===== config.mk =====
export PLATFORM = sky130hd
export DESIGN_NAME = cp0_exception_regs
export DESIGN_NICKNAME = d
export VERILOG_FILES = /design/src/rtl/cp0_exception_regs.sv
export SDC_FILE = /design/constraint.sdc
export NUM_CORES = 1
export LEC_CHECK = 0
export ABC_AREA = 1
export CORE_MARGIN = 1
export CORE_UTILIZATION = 44
export DETAILED_ROUTE_END_ITERATION = 8
export PLACE_DENSITY = 0.82
export SLEW_MARGIN = 20
export SYNTH_ARGS = -nofsm -noshare
export SYNTH_HDL_FRONTEND = slang
export SYNTH_SLANG_ARGS = --single-unit
export TNS_END_PERCENT = 1

===== constraint.sdc =====
create_clock -name clk -period 1.77 [get_ports clk]
set_clock_uncertainty 0.2 [all_clocks]
set_input_delay 0.354 -clock clk [delete_from_list [all_inputs] [get_ports clk]]
set_output_delay 0.354 -clock clk [all_outputs]
set_load 0.01 [all_outputs]

===== src/rtl/cp0_exception_regs.sv =====
// -----------------------------------------------------------------------------
// cp0_exception_regs
//
// CP0 register file that sits at the receiving end of the exception unit.
// It records exception reports (EPC, ExcCode, BD, BadVAddr, EXL), services
// MTC0 writes and combinational MFC0 reads, and runs the Count/Compare timer.
// Interrupt, vector-base and EPC state are fed back to the exception unit
// every cycle.
//
// Optional feature: define CP0_TIMER_EN to build the Count/Compare timer.
// Without it Count/Compare read as 0, ignore writes, and TI is tied to 0.
//
// Ports
//   clk, resetn         clock, asynchronous active-low reset
//   mtc0_we, cp0_waddr, cp0_wsel, cp0_wdata   MTC0 write port
//   cp0_raddr, cp0_rsel, cp0_rdata            MFC0 read port (combinational)
//   cp0_wr_exp          exception taken this cycle
//   cp0_clean_exl       ERET retiring
//   exp_epc, exp_code, exp_in_delayslot, exp_bad_vaddr, cp0_badv_we
//                       exception report fields
//   hw_int              level-sensitive hardware interrupt lines
//   interrupt_flags     Cause.IP & Status.IM
//   allow_int           Status.{ERL,EXL,IE} == 3'b001
//   ebase_out           EBase[31:12]
//   epc_out             EPC
//   special_int_vec     Cause.IV
//   boot_exp_vec        Status.BEV
//   timer_int           Cause.TI
// -----------------------------------------------------------------------------
module cp0_exception_regs #(
  parameter logic [31:0] EBASE_RESET = 32'h80000000,
  parameter int          COUNT_DIV   = 1
) (
  input  logic        clk,
  input  logic        resetn,
  input  logic        mtc0_we,
  input  logic [4:0]  cp0_waddr,
  input  logic [2:0]  cp0_wsel,
  input  logic [31:0] cp0_wdata,
  input  logic [4:0]  cp0_raddr,
  input  logic [2:0]  cp0_rsel,
  output logic [31:0] cp0_rdata,
  input  logic        cp0_wr_exp,
  input  logic        cp0_clean_exl,
  input  logic [31:0] exp_epc,
  input  logic [4:0]  exp_code,
  input  logic        exp_in_delayslot,
  input  logic [31:0] exp_bad_vaddr,
  input  logic        cp0_badv_we,
  input  logic [5:0]  hw_int,
  output logic [7:0]  interrupt_flags,
  output logic        allow_int,
  output logic [19:0] ebase_out,
  output logic [31:0] epc_out,
  output logic        special_int_vec,
  output logic        boot_exp_vec,
  output logic        timer_int
);

  localparam logic [4:0] REG_BADVADDR = 5'd8;
  localparam logic [4:0] REG_COUNT    = 5'd9;
  localparam logic [4:0] REG_COMPARE  = 5'd11;
  localparam logic [4:0] REG_STATUS   = 5'd12;
  localparam logic [4:0] REG_CAUSE    = 5'd13;
  localparam logic [4:0] REG_EPC      = 5'd14;
  localparam logic [4:0] REG_EBASE    = 5'd15;

  // Status fields
  logic        status_bev;
  logic [7:0]  status_im;
  logic        status_erl;
  logic        status_exl;
  logic        status_ie;

  // Cause fields
  logic        cause_bd;
  logic        cause_ti;
  logic        cause_iv;
  logic [7:0]  cause_ip;
  logic [4:0]  cause_exc_code;

  logic [31:0] epc;
  logic [31:0] badvaddr;
  logic [17:0] ebase_rw;     // EBase[29:12]; the remaining bits are fixed

  logic [31:0] count_rd;
  logic [31:0] compare_rd;

  logic wr_status, wr_cause, wr_epc, wr_ebase;

  assign wr_status = mtc0_we && (cp0_waddr == REG_STATUS) && (cp0_wsel == 3'd0);
  assign wr_cause  = mtc0_we && (cp0_waddr == REG_CAUSE)  && (cp0_wsel == 3'd0);
  assign wr_epc    = mtc0_we && (cp0_waddr == REG_EPC)    && (cp0_wsel == 3'd0);
  assign wr_ebase  = mtc0_we && (cp0_waddr == REG_EBASE)  && (cp0_wsel == 3'd1);

  // NOTE: every register here is reset asynchronously and updated with
  // non-blocking assignments so all blocks see the pre-edge values.
  always_ff @(posedge clk or negedge resetn) begin
    if (!resetn) begin
      status_bev <= 1'b1;
      status_im  <= '0;
      status_erl <= 1'b0;
      status_exl <= 1'b0;
      status_ie  <= 1'b0;
    end else begin
      if (wr_status) begin
        status_bev <= cp0_wdata[22];
        status_im  <= cp0_wdata[15:8];
        status_erl <= cp0_wdata[2];
        status_ie  <= cp0_wdata[0];
      end
      // Exception beats ERET, and both beat a software write of EXL.
      if (cp0_wr_exp)         status_exl <= 1'b1;
      else if (cp0_clean_exl) status_exl <= 1'b0;
      else if (wr_status)     status_exl <= cp0_wdata[1];
    end
  end

  always_ff @(posedge clk or negedge resetn) begin
    if (!resetn) begin
      cause_bd       <= 1'b0;
      cause_iv       <= 1'b0;
      cause_ip       <= '0;
      cause_exc_code <= '0;
    end else begin
      if (wr_cause) begin
        cause_iv      <= cp0_wdata[23];
        cause_ip[1:0] <= cp0_wdata[9:8];
      end
      // Hardware lines are resampled every cycle; the timer shares IP7.
      cause_ip[7:2] <= {hw_int[5] | cause_ti, hw_int[4:0]};
      if (cp0_wr_exp) begin
        cause_exc_code <= exp_code;
        // A nested exception keeps the original BD/EPC pair.
        if (!status_exl) cause_bd <= exp_in_delayslot;
      end
    end
  end

  always_ff @(posedge clk or negedge resetn) begin
    if (!resetn) begin
      epc      <= '0;
      badvaddr <= '0;
      ebase_rw <= EBASE_RESET[29:12];
    end else begin
      if (cp0_wr_exp) begin
        if (!status_exl) epc <= exp_epc;
      end else if (wr_epc) begin
        epc <= cp0_wdata;
      end
      if (cp0_wr_exp && cp0_badv_we) badvaddr <= exp_bad_vaddr;
      if (wr_ebase) ebase_rw <= cp0_wdata[29:12];
    end
  end

`ifdef CP0_TIMER_EN
  localparam int                 DIV_W   = (COUNT_DIV > 0) ? COUNT_DIV : 1;
  localparam logic [DIV_W-1:0]   DIV_MAX = DIV_W'((1 << COUNT_DIV) - 1);

  logic [DIV_W-1:0] div_cnt;
  logic [31:0]      count;
  logic [31:0]      compare;
  logic             div_wrap;
  logic             wr_count, wr_compare;

  assign wr_count   = mtc0_we && (cp0_waddr == REG_COUNT)   && (cp0_wsel == 3'd0);
  assign wr_compare = mtc0_we && (cp0_waddr == REG_COMPARE) && (cp0_wsel == 3'd0);
  assign div_wrap   = (div_cnt == DIV_MAX);

  always_ff @(posedge clk or negedge resetn) begin
    if (!resetn) begin
      div_cnt  <= '0;
      count    <= '0;
      compare  <= '0;
      cause_ti <= 1'b0;
    end else begin
      // A software Count write restarts the prescaler so the new value
      // is held for a full 2^COUNT_DIV cycles.
      if (wr_count) begin
        count   <= cp0_wdata;
        div_cnt <= '0;
      end else begin
        div_cnt <= div_wrap ? '0 : div_cnt + DIV_W'(1);
        if (div_wrap) count <= count + 32'd1;
      end
      if (wr_compare) compare <= cp0_wdata;
      // Writing Compare acknowledges the timer even if a match is seen now.
      if (wr_compare)            cause_ti <= 1'b0;
      else if (count == compare) cause_ti <= 1'b1;
    end
  end

  assign count_rd   = count;
  assign compare_rd = compare;
`else
  localparam int unused_count_div = COUNT_DIV;
  assign cause_ti   = 1'b0;
  assign count_rd   = '0;
  assign compare_rd = '0;
`endif

  // NOTE: the default assignment first keeps this combinational mux latch-free.
  always_comb begin
    cp0_rdata = '0;
    case ({cp0_raddr, cp0_rsel})
      {REG_BADVADDR, 3'd0}: cp0_rdata = badvaddr;
      {REG_COUNT,    3'd0}: cp0_rdata = count_rd;
      {REG_COMPARE,  3'd0}: cp0_rdata = compare_rd;
      {REG_STATUS,   3'd0}: cp0_rdata = {9'b0, status_bev, 6'b0, status_im, 5'b0,
                                         status_erl, status_exl, status_ie};
      {REG_CAUSE,    3'd0}: cp0_rdata = {cause_bd, cause_ti, 6'b0, cause_iv, 7'b0,
                                         cause_ip, 1'b0, cause_exc_code, 2'b0};
      {REG_EPC,      3'd0}: cp0_rdata = epc;
      {REG_EBASE,    3'd1}: cp0_rdata = {EBASE_RESET[31:30], ebase_rw, EBASE_RESET[11:0]};
      default:              cp0_rdata = '0;
    endcase
  end

  assign interrupt_flags = cause_ip & status_im;
  assign allow_int       = ({status_erl, status_exl, status_ie} == 3'b001);
  assign ebase_out       = {EBASE_RESET[31:30], ebase_rw};
  assign epc_out         = epc;
  assign special_int_vec = cause_iv;
  assign boot_exp_vec    = status_bev;
  assign timer_int       = cause_ti;

endmodule


==> results of run 1 <==
==> power by group <==
group	internal [W]	switching, W
combinational	0.000712	0.000591
sequential	0.00278	0.000227
clock	0.00156	0.000964
total	0.00506	0.00178
==> kinds of logic (layout without fill, tap and decap cells) <==
kind of cell	after synthesis	count (layout)	share of synthesized area, %
AO/OA/AOI/OAI	61	61	5.522
buffers and inverters	113	384	8.645
flip-flops	109	109	49.36
multiplexers	32	32	6.517
other	2	3	0.1358
AND/OR/NAND/NOR	402	402	29.83
==> layout by cell type, fill, tap and decap left out, drive strengths merged <==
cell type / netlist / layout
dfrtp: 108 / 108
buf: 29 / 111
nand3: 83 / 83
nand2: 295 / 295
conb: 2 / 3
inv: 75 / 75
clkdlybuf4s50: 0 / 119
bufbuf: 0 / 1
dlygate4sd3: 0 / 1
mux2: 32 / 32
nor3: 1 / 1
clkdlybuf4s15: 0 / 1
clkbuf: 8 / 10
o21ai: 60 / 60
bufinv: 0 / 4
nand4: 1 / 1
a21oi: 1 / 1
nor2: 22 / 22
clkinv: 1 / 3
dlygate4sd2: 0 / 59
dfstp: 1 / 1
==> cells in the mapped netlist <==
master / number / area share (%)
buf_4: 7 / 0.95
nand2_1: 294 / 20
nor2_4: 2 / 0.41
clkbuf_1: 8 / 0.54
nor3_1: 1 / 0.090
clkinv_1: 1 / 0.068
o21ai_0: 42 / 3.8
inv_1: 72 / 4.9
nand3_1: 81 / 7.3
nand4_1: 1 / 0.11
o21ai_1: 18 / 1.6
a21oi_1: 1 / 0.090
buf_2: 22 / 2.0
nand3_2: 2 / 0.36
dfrtp_1: 108 / 49
mux2_2: 32 / 6.5
conb_1: 2 / 0.14
dfstp_2: 1 / 0.48
nor2_1: 18 / 1.2
inv_2: 3 / 0.20
nor2_2: 2 / 0.23
nand2_2: 1 / 0.11
==> registers in the layout (all words and copies together) (netlist names) <==
name and count:
epc_out 32, special_int_vec 1, cause_bd 1, ebase_rw 18
status_exl 1, status_ie 1, status_im 8, cause_ip 8
boot_exp_vec 1, badvaddr 32, status_erl 1, cause_exc_code 5
==> what timing repair did <==
item                                   CTS  global route
endpoints found under the hold margin   25             0
buffers inserted                        13             0
resized for setup                      318            31
setup endpoints to repair               93            33
gates cloned                             7             0
pin swaps                               24            13
hold buffers                             1             0
==> cell type report <==
| cell class | instances | share of cell area (%) |
|---|---|---|
| flip-flops and latches | 109 | 29.80 |
| inverters | 76 | 3.361 |
| well taps | 168 | 2.295 |
| clock inverters | 6 | 1.462 |
| multi-input cells | 498 | 28.34 |
| repair buffers | 292 | 32.14 |
| clock buffers | 10 | 2.610 |
==> worst max-delay path, cell delays in order <==
cell and delay, ns:
buf_8 0.10, inv_4 0.05, nand2_4 0.05, buf_6 0.11
nor2_4 0.15, nand2_2 0.11, inv_4 0.10, buf_12 0.14
nand2_4 0.04, nand2_2 0.05, inv_1 0.03, nand2_1 0.08
buf_2 0.13
==> routing by layer <==
metal | vias to the layer above | global-route usage, % | wire length (µm)
met5 | - | 0 | 0
met2 | 303 | 55.11 | 9917
met4 | 0 | 14.37 | 809
li1 | 2783 | - | -
met3 | 60 | 9.899 | 1729
met1 | 2693 | 38.42 | 7891
==> worst min path at each step <==
stage               from                       end  slack, ns  depth (start not counted)
2_1_floorplan     resetn   badvaddr[0]$_DFFE_PN0P_      -0.14                          0
3_3_place_gp      resetn  badvaddr[10]$_DFFE_PN0P_       0.15                          1
3_5_place_dp      resetn   badvaddr[8]$_DFFE_PN0P_       0.15                          1
4_1_cts        hw_int[5]     cause_ip[7]$_DFF_PN0_       0.22                          1
5_1_grt        hw_int[4]     cause_ip[6]$_DFF_PN0_       0.22                          1
6_report       hw_int[5]     cause_ip[7]$_DFF_PN0_       0.22                          1
==> metrics by stage <==
| stage | total power, W | TNS [ns] |
|---|---|---|
| 2_1_floorplan | 0.003487 | 0 |
| 3_3_place_gp | 0.004362 | -43.80 |
| 3_5_place_dp | 0.004399 | -46.84 |
| 4_1_cts | 0.006829 | -7.858 |
| 5_1_grt | 0.007095 | -9.564 |
| 6_report | 0.006842 | -7.790 |
==> impl_results.md, run 1 <==
* Mapped Avg Cell Area at 7.690 µm²
* DIE WIDTH at 114.1 µm
* Combined area of the multi-input logic cells at 0.002595 mm²
* Largest net degree at the start of global routing at 37
* Status: finished, violations left
* Area post-placement at 0.008346 mm²
* Mapped Cells at 719
* Pleak at 4.880 nW
* Slew @ Worst Pin at 0.5035 ns
* CTS Buf Count at 9
* Hold Crit Class: in2reg
* Fin. Hold Viols at 0
* IO Pins at 226
* RR Endpoint: epc_out[18]$_DFFE_PN0P_
* Number of routed nets with antenna violations at 0
* Vias per Instance at 5.038
* Global route overflow at 0
* Drt drc at 0
* Worst slew margin at 66.44%
* DIE AREA at 0.01302 mm²
* Finished Core Util at 75.61%
* Yosys reg bits at 109
* Final non-filler cell area at 0.009158 mm²
* Clock buffer depth at 2
* R2R depth at 6
* Slack of the worst reg-to-reg path at 0.19 ns
* RSZ-0062 raised after global routing: true
* Final Non-Filler Cells at 1,159
* TritonRoute pass-1 iters at 5
* Power per Cell Area at 747.2 mW/mm²
* Hpwl dp at 13.62 mm
* Worst-Skew Late Latency at 0.36 ns
* CTS HTree Levels at 3
* Sequential element share of the synthesized area at 49.36%
* Setup-failing EPs final at 33
* # fillers at 930
* Critical path data required time at 1.22 ns
* TritonCTS clock tree: done
* Clock sink count at 109
* Register area at 0.002729 mm²
* Yosys warning count at 0
* Core area at 0.01211 mm²
* Beginning of the critical path: cp0_raddr[4]
* Peak VDD IR at 662.5 µV
* First-pass GRT wire length at 31.55 mm
* Arrival time at the worst endpoint at 1.51 ns
* Drt wl/cell at 17.56 µm
* Count of input and output buffers at 222
* Share of cells above drive strength 1 at 24.42%
* Worst setup EP type: output pin
* Die height at 114.1 µm
* Peak Freq at 485.1 MHz
* Initial core utilization at 45.65%
* Tcrit/Tclk final at 116.5%
* Clock transition at the registers of the reported paths at 0.07 ns
* Setup WS post-layout at -0.2916 ns
* Placed insts at 1,125
* CP endpoint: cp0_rdata[22]
* P&R area growth vs syn at 65.63%
* Slew Viols, Final at 0
* Row cnt at 40
* R2r startpoint: status_exl$_DFFE_PN0P_
* Number of global-route vias before repair at 5,946
* Fin crit period at 2.062 ns
* Antenna violations before repair at 0
* Clk root buf: clkbuf_16
* Unique cell type count in the Yosys netlist at 22
* Synth Cell Area at 0.005529 mm²
* Final GP Congestion at 0.8355
* # Max-Cap Violations at 0
* Startpoint Class: input pin
* Via count at 5,839
* ANT cells at 0
* Fin nets at 1,116
* Global Route Usage Sum at 32.63%
* DRT iter0 DRCs at 425
* Critical Setup Path Class: in2out
* Crit path max fanout at 7
* Post-Route WL at 20.35 mm
* Post-Place Worst Slack at -1.079 ns
* Failing checks: negative setup slack
* Final hold slack at 0.2221 ns
(Power assumes the default switching activity.)
==> run 2: changes to the inputs <==
==> constraint.sdc (replaced) <==
create_clock -name clk -period 2.2 [get_ports clk]
set_clock_uncertainty 0.2 [all_clocks]
set_input_delay 0.44 -clock clk [delete_from_list [all_inputs] [get_ports clk]]
set_output_delay 0.44 -clock clk [all_outputs]
set_load 0.01 [all_outputs]
==> run 2 against run 1 <==
Net effect:
- the run still ends with negative setup slack left
- final area is 4.9% lower
- combinational power is 18% lower
- core utilization is 3.7 points lower
- hold slack better by 0.051 ns
- total power is 22% lower
- critical path type unchanged
- largest cell class is now registers
==> impl_results.md, run 2 (synthesis gave the netlist of run 1 again) <==
* Antenna violations before repair at 0
* Pleak at 4.380 nW
* Share of cells above drive strength 1 at 19.63%
* Final non-filler cell area at 0.008711 mm²
* ANT cells at 0
* # Max-Cap Violations at 0
* Clk root buf: clkbuf_16
* Worst setup EP type: output pin
* Number of routed nets with antenna violations at 0
* Finished Core Util at 71.92%
* Worst-Skew Late Latency at 0.34 ns
* Critical path data required time at 1.56 ns
* Hpwl dp at 12.94 mm
* Initial core utilization at 45.65%
* Combinational share of power at 20.0%
* Internal Power at 0.003978 W
* CTS HTree Levels at 3
* Final GP Congestion at 0.8489
* Drt wl/cell at 16.39 µm
* Post-Route WL at 18.54 mm
* Commonest cells after routing, fill and taps aside: nand2_1, clkdlybuf4s50_1, dfrtp_1
* Clock sink count at 109
* Sw Pwr at 0.001327 W
* Startpoint Class: input pin
* Setup-failing EPs final at 10
* Peak VDD IR at 339.7 µV
* Crit path max fanout at 6
* Area post-placement at 0.008148 mm²
* Peak Freq at 448.2 MHz
* Hold Crit Class: reg2reg
* Clock transition at the registers of the reported paths at 0.07 ns
* DIE WIDTH at 114.1 µm
* Core area at 0.01211 mm²
* Die height at 114.1 µm
* Largest net degree at the start of global routing at 58
* Total negative setup slack at -0.1755 ns
* Vias per Instance at 5.053
* Count of input and output buffers at 222
* Post-Place Worst Slack at -0.7762 ns
* Failing checks: negative setup slack
* IO Pins at 226
* Leading cell type in the layout, fill and taps excluded: nand2_1
* Setup WS post-layout at -0.03135 ns
* RSZ-0062 raised after global routing: true
* P&R area growth vs syn at 57.55%
* TritonCTS clock tree: done
* Critical Setup Path Class: in2out
* Number of global-route vias before repair at 5,666
* CTS Buf Count at 9
* TritonRoute pass-1 iters at 7
* Net Sw Frac at 25.01%
* Arrival time at the worst endpoint at 1.59 ns
* Global Route Usage Sum at 29.00%
* Fin crit period at 2.231 ns
* Sequential power share at 45.6%
* Status: finished, violations left
* Fin. Hold Viols at 0
* Fin nets at 1,088
* Row cnt at 40
* Drt drc at 0
* Via count at 5,715
* Clock network power share at 34.4%
* First-pass GRT wire length at 28.78 mm
* Global route overflow at 0
* Final hold slack at 0.2727 ns
* DIE AREA at 0.01302 mm²
* Slew Viols, Final at 0
* Clock buffer depth at 2
* Power per Cell Area at 609.0 mW/mm²
* Tcrit/Tclk final at 101.4%
* DRT iter0 DRCs at 345
## run 2: changes by cell type in the layout (fill, tap and decap cells not counted), sizes merged, moves of 2 or more
cell           delta
clkdlybuf4s50    +60
dlygate4sd2      -58
clkbuf           +11
bufinv            -2
buf              -38
dlymetal6s2s      +2
## run 2: power groups by stage
stage               clock (W)  sequential (W)  combinational, W
floorplan                   0         0.00246          0.000344
global placement            0         0.00244           0.00103
detailed placement          0         0.00244           0.00105
CTS                   0.00186         0.00241           0.00106
global route          0.00194         0.00245           0.00116
finish                0.00182         0.00242           0.00106
## run 2: routing by layer
layer | track usage (%) | vias up | share of wire [%]
li1 | - | 2727 | -
met1 | 36.10 | 2702 | 40
met2 | 49.58 | 243 | 49
met3 | 5.664 | 43 | 7.2
met4 | 11.77 | 0 | 3.2
met5 | 0 | - | 0
## run 2: metrics by stage
stage | total power [W] | std cells
3_3_place_gp | 0.003466 | 1107
5_1_grt | 0.005546 | 1131
2_1_floorplan | 0.002806 | 720
3_5_place_dp | 0.003494 | 1107
6_report | 0.005305 | 1131
4_1_cts | 0.005325 | 1126
## run 2: worst max-delay path, stage by stage
cell	delay, ns
buf_6	0.09
inv_4	0.04
nand2_4	0.06
buf_6	0.12
nor2_4	0.14
nand2_2	0.10
clkinv_4	0.11
buf_12	0.14
buf_6	0.11
nand2_2	0.05
nand3_2	0.07
buf_6	0.10
## run 2: final timing paths
path                                                    start                       endpoint  slack (ns)  depth (start not counted)
min in group asynchronous                              resetn       badvaddr[10]$_DFFE_PN0P_        0.45                          3
max in group asynchronous                              resetn       boot_exp_vec$_DFFE_PN1P_        1.06                          3
worst max-delay path                             cp0_raddr[4]                   cp0_rdata[0]       -0.03                         12
worst max register to register         status_exl$_DFFE_PN0P_         epc_out[7]$_DFFE_PN0P_        0.61                          5
worst min-delay path            cause_exc_code[4]$_DFFE_PN0P_  cause_exc_code[4]$_DFFE_PN0P_        0.27                          2
worst min register to register  cause_exc_code[4]$_DFFE_PN0P_  cause_exc_code[4]$_DFFE_PN0P_        0.27                          2
## run 2: cell type report
cell class | instances | area (µm²)
Multi-Input combinational cell | 498 | 2471
Sequential cell | 109 | 2729
Clock inverter | 3 | 65.06
Inverter | 76 | 307.8
Tap cell | 168 | 210.2
Clock buffer | 13 | 280.3
Fill cell | 1001 | 3401
Timing Repair Buffer | 264 | 2648
## run 2: repair_timing
item                                   in CTS  in global routing
hold buffers                                1                  0
pin swaps                                   1                 24
endpoints found under the hold margin     108                  0
cloned                                      1                  5
setup endpoints to repair                  33                 32
setup buffers                               1                  2
resized for setup                         118                101
